$ cat config.mk
export PLATFORM = sky130hd
export DESIGN_NAME = unified_mem_arbiter
export DESIGN_NICKNAME = d
export VERILOG_FILES = /design/src/rtl/unified_mem_arb_pkg.sv /design/src/rtl/mem_arb_watchdog.sv /design/src/rtl/unified_mem_arbiter.sv
export SDC_FILE = /design/constraint.sdc
export NUM_CORES = 1
export LEC_CHECK = 0
export CORE_MARGIN = 1.5
export CORE_UTILIZATION = 42
export CTS_BUF_LIST = sky130_fd_sc_hd__clkbuf_2
export DETAILED_ROUTE_END_ITERATION = 8
export GPL_TIMING_DRIVEN = 1
export PLACE_DENSITY = 0.82
export SKIP_CTS_REPAIR_TIMING = 1
export SYNTH_ARGS = -nofsm -noshare
export SYNTH_HDL_FRONTEND = slang
export SYNTH_HIERARCHICAL = 1
export SYNTH_SLANG_ARGS = --single-unit
export TNS_END_PERCENT = 1
$ cat constraint.sdc
create_clock -name clk -period 2.4 [get_ports clk]
set_input_delay 0.36 -clock clk [delete_from_list [all_inputs] [get_ports clk]]
set_output_delay 0.36 -clock clk [all_outputs]
set_load 0.03 [all_outputs]
$ cat src/rtl/unified_mem_arb_pkg.sv
// Shared types and constants for the unified instruction/data RAM arbiter.
// Latency: n/a (declarations only).
// Backpressure: n/a.
package unified_mem_arb_pkg;

  localparam int DEFAULT_AW             = 32;
  localparam int DEFAULT_DW             = 32;
  localparam int DEFAULT_TIMEOUT_CYCLES = 64;

  // Arbiter state: idle, or owning the RAM on behalf of one requester.
  typedef enum logic [1:0] {
    IDLE     = 2'd0,
    IF_BUSY  = 2'd1,
    MEM_BUSY = 2'd2
  } arb_state_t;

  // Requester IDs.
  localparam logic REQ_IF  = 1'b0;
  localparam logic REQ_MEM = 1'b1;

  // Which requester owns the RAM in a given busy state.
  function automatic logic state_owner(input arb_state_t s);
    return (s == MEM_BUSY) ? REQ_MEM : REQ_IF;
  endfunction

endpackage

$ cat src/rtl/mem_arb_watchdog.sv
// RAM wait watchdog: counts busy cycles without ack, flags expiry (only built with ARB_TIMEOUT_EN).
// Latency: expired is combinational in the TIMEOUT_CYCLES-th busy cycle without ack.
// Backpressure: none; the counter restarts whenever the RAM acks or the arbiter goes idle.
`ifdef ARB_TIMEOUT_EN
module mem_arb_watchdog #(
  parameter int TIMEOUT_CYCLES = 64
) (
  input  logic clk,
  input  logic reset,
  input  logic busy,
  input  logic ack,
  output logic expired
);

  localparam int CW = $clog2(TIMEOUT_CYCLES + 1);

  logic [CW-1:0] cnt;

  // Expiry fires in the last allowed wait cycle; an ack in that same cycle wins.
  assign expired = busy & ~ack & (cnt == CW'(TIMEOUT_CYCLES - 1));

  // Wait counter: counts busy cycles, restarts on ack, idle or expiry.
  always_ff @(posedge clk or negedge reset) begin
    if (!reset) begin
      cnt <= '0;
    end else if (!busy || ack || expired) begin
      cnt <= '0;
    end else begin
      cnt <= cnt + 1'b1;
    end
  end

endmodule
`endif

$ cat src/rtl/unified_mem_arbiter.sv
// Arbitrates one single-ported RAM between fetch (IF) and load/store (MEM); MEM has fixed priority.
// Latency: request in cycle N, RAM req from N+1, done/rdata in N+2 for a zero-wait RAM.
// Backpressure: stall_if/stall_mem hold the pipeline until the owner's done; optional ARB_TIMEOUT_EN aborts hung RAM accesses.
module unified_mem_arbiter
  import unified_mem_arb_pkg::*;
#(
  parameter int AW             = DEFAULT_AW,
  parameter int DW             = DEFAULT_DW,
  parameter int TIMEOUT_CYCLES = DEFAULT_TIMEOUT_CYCLES
) (
  input  logic          clk,
  input  logic          reset,
  input  logic          pipe_adv,
  input  logic          if_req,
  input  logic [AW-1:0] if_addr,
  output logic [DW-1:0] if_rdata,
  output logic          if_done,
  output logic          stall_if,
  input  logic          mem_rd_en,
  input  logic          mem_wr_en,
  input  logic [AW-1:0] mem_addr,
  input  logic [DW-1:0] mem_wdata,
  output logic [DW-1:0] mem_rdata,
  output logic          mem_done,
  output logic          stall_mem,
  output logic          ram_req,
  output logic          ram_we,
  output logic [AW-1:0] ram_addr,
  output logic [DW-1:0] ram_wdata,
  input  logic [DW-1:0] ram_rdata,
  input  logic          ram_ack,
  output logic          timeout_err
);

  arb_state_t st, st_nxt;
  logic       if_served, mem_served;
  logic       if_elig, mem_elig;
  logic       grant_if, grant_mem;
  logic       busy, timed_out, xfer_end;

  // Eligibility is gated by reset so stalls drop the instant reset asserts.
  // Served flags stop a held request from being serviced twice while the pipeline is frozen.
  assign if_elig   = reset & if_req & ~if_served & ~if_done;
  assign mem_elig  = reset & (mem_rd_en | mem_wr_en) & ~mem_served & ~mem_done;

  assign busy      = (st != IDLE);
  assign ram_req   = busy;
  assign stall_if  = if_elig  | (st == IF_BUSY);
  assign stall_mem = mem_elig | (st == MEM_BUSY);

`ifdef ARB_TIMEOUT_EN
  mem_arb_watchdog #(
    .TIMEOUT_CYCLES(TIMEOUT_CYCLES)
  ) u_watchdog (
    .clk     (clk),
    .reset   (reset),
    .busy    (busy),
    .ack     (ram_ack),
    .expired (timed_out)
  );
`else
  logic unused_cfg;
  assign timed_out  = 1'b0;
  assign unused_cfg = (TIMEOUT_CYCLES == 0);
`endif

  assign xfer_end = busy & (ram_ack | timed_out);

  // State register.
  always_ff @(posedge clk or negedge reset) begin
    if (!reset) begin
      st <= IDLE;
    end else begin
      st <= st_nxt;
    end
  end

  // Next state and grant decode: MEM (older instruction) wins over IF.
  always_comb begin
    st_nxt    = st;
    grant_if  = 1'b0;
    grant_mem = 1'b0;
    unique case (st)
      IDLE: begin
        if (mem_elig) begin
          st_nxt    = MEM_BUSY;
          grant_mem = 1'b1;
        end else if (if_elig) begin
          st_nxt   = IF_BUSY;
          grant_if = 1'b1;
        end
      end
      IF_BUSY, MEM_BUSY: begin
        if (ram_ack | timed_out) begin
          st_nxt = IDLE;
        end
      end
      default: st_nxt = IDLE;
    endcase
  end

  // Latch the RAM command on the grant edge so it stays stable while the RAM is waited on.
  always_ff @(posedge clk or negedge reset) begin
    if (!reset) begin
      ram_addr  <= '0;
      ram_wdata <= '0;
      ram_we    <= 1'b0;
    end else if (grant_mem) begin
      ram_addr  <= mem_addr;
      ram_wdata <= mem_wdata;
      ram_we    <= mem_wr_en;
    end else if (grant_if) begin
      ram_addr  <= if_addr;
      ram_wdata <= '0;
      ram_we    <= 1'b0;
    end
  end

  // Completion: one-cycle done to the owner, read data captured for loads/fetches, zeroed on abort.
  always_ff @(posedge clk or negedge reset) begin
    if (!reset) begin
      if_done   <= 1'b0;
      mem_done  <= 1'b0;
      if_rdata  <= '0;
      mem_rdata <= '0;
    end else begin
      if_done  <= 1'b0;
      mem_done <= 1'b0;
      if (xfer_end) begin
        if (state_owner(st) == REQ_MEM) begin
          mem_done <= 1'b1;
          if (timed_out) begin
            mem_rdata <= '0;
          end else if (!ram_we) begin
            mem_rdata <= ram_rdata;
          end
        end else begin
          if_done  <= 1'b1;
          if_rdata <= timed_out ? '0 : ram_rdata;
        end
      end
    end
  end

  // Served flags: set by done, cleared when the pipeline advances (advance wins if simultaneous).
  always_ff @(posedge clk or negedge reset) begin
    if (!reset) begin
      if_served  <= 1'b0;
      mem_served <= 1'b0;
    end else begin
      if_served  <= pipe_adv ? 1'b0 : (if_served  | if_done);
      mem_served <= pipe_adv ? 1'b0 : (mem_served | mem_done);
    end
  end

`ifdef ARB_TIMEOUT_EN
  // Sticky timeout flag, cleared only by reset.
  always_ff @(posedge clk or negedge reset) begin
    if (!reset) begin
      timeout_err <= 1'b0;
    end else if (timed_out) begin
      timeout_err <= 1'b1;
    end
  end
`else
  assign timeout_err = 1'b0;
`endif

endmodule

# Word-level counts from Yosys, hierarchy flattened
# Index checks and enable logic that the tools add are counted.
[op_classes]
n_eq_ne = 4
mux = 22
n_bitwise = 18
n_reduce_logical = 7
[ops]
columns = ["operator", "n"]
rows = [
  ["$mux W32", 4],
  ["$mux W1", 14],
  ["$and A1 B1 Y1", 7],
  ["$mux W2", 3],
  ["$not A1 Y1", 6],
  ["$or A1 B1 Y1", 5],
  ["$pmux W2 S2", 1],
  ["$reduce_and A2 Y1", 2],
  ["$reduce_bool A2 Y1", 2],
  ["$ne A3 B3 Y1 const B", 1],
  ["$reduce_and A3 Y1", 1],
  ["$eq A2 B1 Y1 const B", 1],
  ["$eq A2 B2 Y1 const B", 1],
  ["$logic_not A2 Y1", 1],
  ["$ne A2 B2 Y1 const B", 1],
  ["$reduce_or A2 Y1", 1],
]
[totals]
register_bits = 135
in_bits = 135
out_inout_bits = 135
elab_cells = 61

# Logic depth before layout (Yosys ltp)
[depth]
word_depth = 8
ltp_mapped = 8
ltp_nobuf = 6

# Least setup slack after synthesis
# Ideal clock, no wire load.
[synth_timing]
path_kind = "register -> register"
start = "register st[0]"
end = "register mem_rdata[10]"
setup_time_ns = 0.125
t_arrival_ns = 1.730
required_time_ns = 2.275
setup_slack_ns = 0.545
stages_incl_launch_ff = 9
path_buffers = 2
period_less_slack_ns = 1.855
path_cell_list = "dfrtp_1 > inv_1 > ha_1 > inv_2 > and3_1 > nor2b_1 > buf_6 > buf_6 > mux2_4"
[synth_between]
elab_chain_cells = 3
elab_cells_between_ends = 5
cone_classes = "1 x eq/ne; 1 x mux; 1 x bitwise; 2 x reduce/logical"
[synth_lines]
columns = ["element", "line_no", "source"]
rows = [
  ["from (decl)", "unified_mem_arbiter.sv:35", "arb_state_t st, st_nxt;"],
  ["from (signal assigned)", "unified_mem_arbiter.sv:74", "st <= st_nxt;"],
  ["$reduce_bool A2 Y1", "unified_mem_arbiter.sv:46", "assign busy = (st != IDLE);"],
  ["via ram_req", "unified_mem_arbiter.sv:26", "output logic ram_req,"],
  ["$and A1 B1 Y1", "unified_mem_arbiter.sv:67", "assign xfer_end = busy & (ram_ack | timed_out);"],
  ["$reduce_and A3 Y1 (no line)", "-", ""],
  ["to (signal assigned)", "unified_mem_arbiter.sv:135", "mem_rdata <= ram_rdata;"],
  ["to (decl)", "unified_mem_arbiter.sv:23", "output logic [DW-1:0] mem_rdata,"],
]
# The timed path passes the listed nets, and every way through them passes these cells.
# A chain may end at the register's enable or synchronous reset.

# Worst setup path in the final report
[layout_timing]
start = "register ram_we"
end = "output ram_we"
[layout_lines]
columns = ["element", "line_no", "source"]
rows = [
  ["from (decl)", "unified_mem_arbiter.sv:27", "output logic ram_we,"],
  ["from (signal assigned)", "unified_mem_arbiter.sv:111", "ram_we <= mem_wr_en;"],
]
# No word-level cell between the ends.

==> flow_metrics.tcl <==
set metrics [dict create \
    outcome "finished clean" \
    cts_buffer_depth 2 \
    synthCells 390 \
    fillers 929 \
    syn-mean-instance-area_um2 14.3 \
    async_flop_share 1.00 \
    place_congestion 0.755 \
    cp-start-kind "register" \
    synth_edf_count 0 \
    crit_buf_inv 1 \
    slew_headroom 0.542 \
    grt_pass1_vias 4739 \
    cts-root-buf "clkbuf_2" \
    place_area_um2 8460 \
    rsz0062_at_grt "false" \
    design.die.area_um2 14000 \
    grt_pass1_wl_um 25100 \
    yosysSeqAreaShare 0.604 \
    clock_skew_ps 43.1 \
    detail_route.iter0.violations 223 \
    syn-num-nets 528 \
    vias 4328 \
    crit_slowest_cell "clkdlybuf4s50_1" \
    grt-ovfl-total 0 \
    area_growth_pct 57.0 \
    crit_family "buffers and inverters" \
    cts.sinks 135 \
    p_per_area_nw_per_um2 1450 \
    crit_cells 1 \
    yosysWarnings 6 \
    arrival_ps 1880 \
    routedWlPerCell_um 18.6 \
    synth_seq_cells 135 \
    cts_tree "done" \
    crit_chain "clkdlybuf4s50_1" \
    worst_pin_slew_ps 686 \
    critical_path_class "reg2out" \
    drive_gt1_frac 0.206 \
    p_sw_mw 5.43 \
    min_period_over_period 0.934 \
    seqPwrFrac 0.312 \
    cp.required_ps 2040 \
    h-tree-depth 4 \
    ant_nets 0 \
    antenna_found_initial 0 \
    r2r_cells 7 \
    ys.flop_type "dfrtp_1" \
    grt_max_degree 66 \
    power_mw 12.7 \
    first_pass_iters 4 \
    seqCellArea_um2 3380 \
    clock_latency_ps 710 \
    ys_types 31 \
    fmax_ghz 0.446 \
    cts_buffers 17 \
    p_leak_nw 3.67 \
    io_pins 270 \
    finalHoldViolCount 0 \
    wl_um 15800 \
    place_hpwl_um 11000 \
    insertedDiodeCount 0 \
    num_rows 41 \
    setup_viol 0 \
    drv_cap 0 \
    chipHeight_um 118 \
    p_sw_frac 0.427 \
    internal_power_mw 7.28 \
    path_max_fanout 3 \
    r2r_slack_ps 340 \
    ir_drop_uv 899 \
    clockPowerShare 0.117 \
    drv_slew 0 \
    p_comb_frac 0.571 \
    hold_ws_ps 204 \
    die_x_um 118 \
    setup_slack_ps 158 \
    placement.io_buffers 268 \
    setup-tns-final_ps 0 \
    path_clk_slew_ps 210 \
    hp-class "in2reg" \
    syn_area_um2 5590 \
    multi_input_area_um2 2040 \
    drc 0 \
    hold_depth 2 \
    grt_usage 0.231 \
    fin_area_um2 8780 \
    end_kind "output pin" \
    viasPerCell 5.11 \
    core_um2 12800 \
    nets 800 \
    pre_cts_ws_ps -104 \
    final.min_clock_period_ps 2240 \
    slowest_delay_ps 720 \
    initial_core_util 0.436 \
]
## layout make-up
| type | count | share of cell area |
|---|---|---|
| flip-flops and latches | 135 | 0.385 |
| inverters | 3 | 0.00128 |
| well taps | 172 | 0.0245 |
| clock inverters | 14 | 0.0195 |
| clock buffers | 18 | 0.0103 |
| multi-input cells | 223 | 0.233 |
| repair buffers | 282 | 0.327 |
## placed cells by master, fill, tap and decap left out, drive strengths merged
cell type / netlist / final
a21oi: 3 / 3
dlymetal6s2s: 0 / 1
clkinvlp: 0 / 2
nand3b: 2 / 2
ha: 3 / 3
o21ai: 2 / 2
nor3: 33 / 33
or2: 1 / 1
nor3b: 2 / 2
a21o: 1 / 1
dlygate4sd3: 0 / 1
or3: 1 / 1
clkinv: 0 / 4
nor2b: 2 / 2
nor2: 38 / 38
buf: 29 / 16
a22o: 33 / 33
inv: 3 / 8
bufinv: 0 / 3
clkdlybuf4s50: 0 / 264
nand2b: 1 / 1
clkbuf: 0 / 18
conb: 1 / 1
o22ai: 32 / 32
mux2: 64 / 64
dfrtp: 135 / 135
o2111ai: 1 / 1
and3: 2 / 2
nand2: 1 / 1
## power groups by stage
stage,sequential [mW],combinational (mW),clock [mW]
floorplan,5.97,2.18,0
global placement,3.94,7.08,0
detailed placement,3.99,7.23,0
CTS,3.97,7.25,1.55
global route,4.09,7.63,1.64
finish,3.96,7.25,1.49
## metrics by stage
stage / util / std cells
2_1_floorplan: - / 390
3_3_place_gp: 0.660 / 812
3_5_place_dp: 0.660 / 812
4_1_cts: 0.680 / 844
5_1_grt: 0.685 / 847
6_report: 0.685 / 847
## flip-flops by register name (all words and copies together) (netlist names)
register / count
if_rdata: 32
mem_rdata: 32
ram_addr: 32
ram_wdata: 32
st: 2
if_done: 1
if_served: 1
mem_done: 1
mem_served: 1
ram_we: 1
## cells by family after synthesis
| family | synth area share |
|---|---|
| buffers and inverters | 0.0385 |
| other | 0.000671 |
| flip-flops | 0.604 |
| adder cells (fa/ha/maj) | 0.00671 |
| AND/OR/NAND/NOR | 0.0725 |
| multiplexers | 0.149 |
| AO/OA/AOI/OAI | 0.128 |
## cell usage after synthesis (all sizes together), types with 2 or more instances
cell,n,area share
and3,2,0.0022
nand3b,2,0.0027
a21oi,3,0.0027
ha,3,0.0067
nor2b,2,0.0022
nor2,38,0.026
mux2,64,0.15
a22o,33,0.052
inv,3,0.0020
nor3b,2,0.0045
o21ai,2,0.0018
nor3,33,0.030
dfrtp,135,0.60
o22ai,32,0.068
buf,29,0.036
## worst register-to-register path, delay by kind of cell, from the launching register on
family                   cells  cell delay [ps]
buffers and inverters        2              720
AND/OR/NAND/NOR              4              620
flip-flops                   1              430
adder cells (fa/ha/maj)      1              220
## worst paths after layout
path | from | end
max | ram_we | ram_we
min | pipe_adv | if_served
max reg2reg | st[0] | ram_addr[7]
min reg2reg | if_rdata[24] | if_rdata[24]
max in group asynchronous | reset | ram_addr[31]
min in group asynchronous | reset | mem_rdata[2]
## per-layer routing
layer,track usage,part of all wire,wire (µm)
met2,0.384,0.50,7820
met4,0.0881,0.023,367
met1,0.261,0.39,6110
met5,0,0,0
met3,0.103,0.094,1480
No activity file was read; power rests on OpenSTA's default activity.
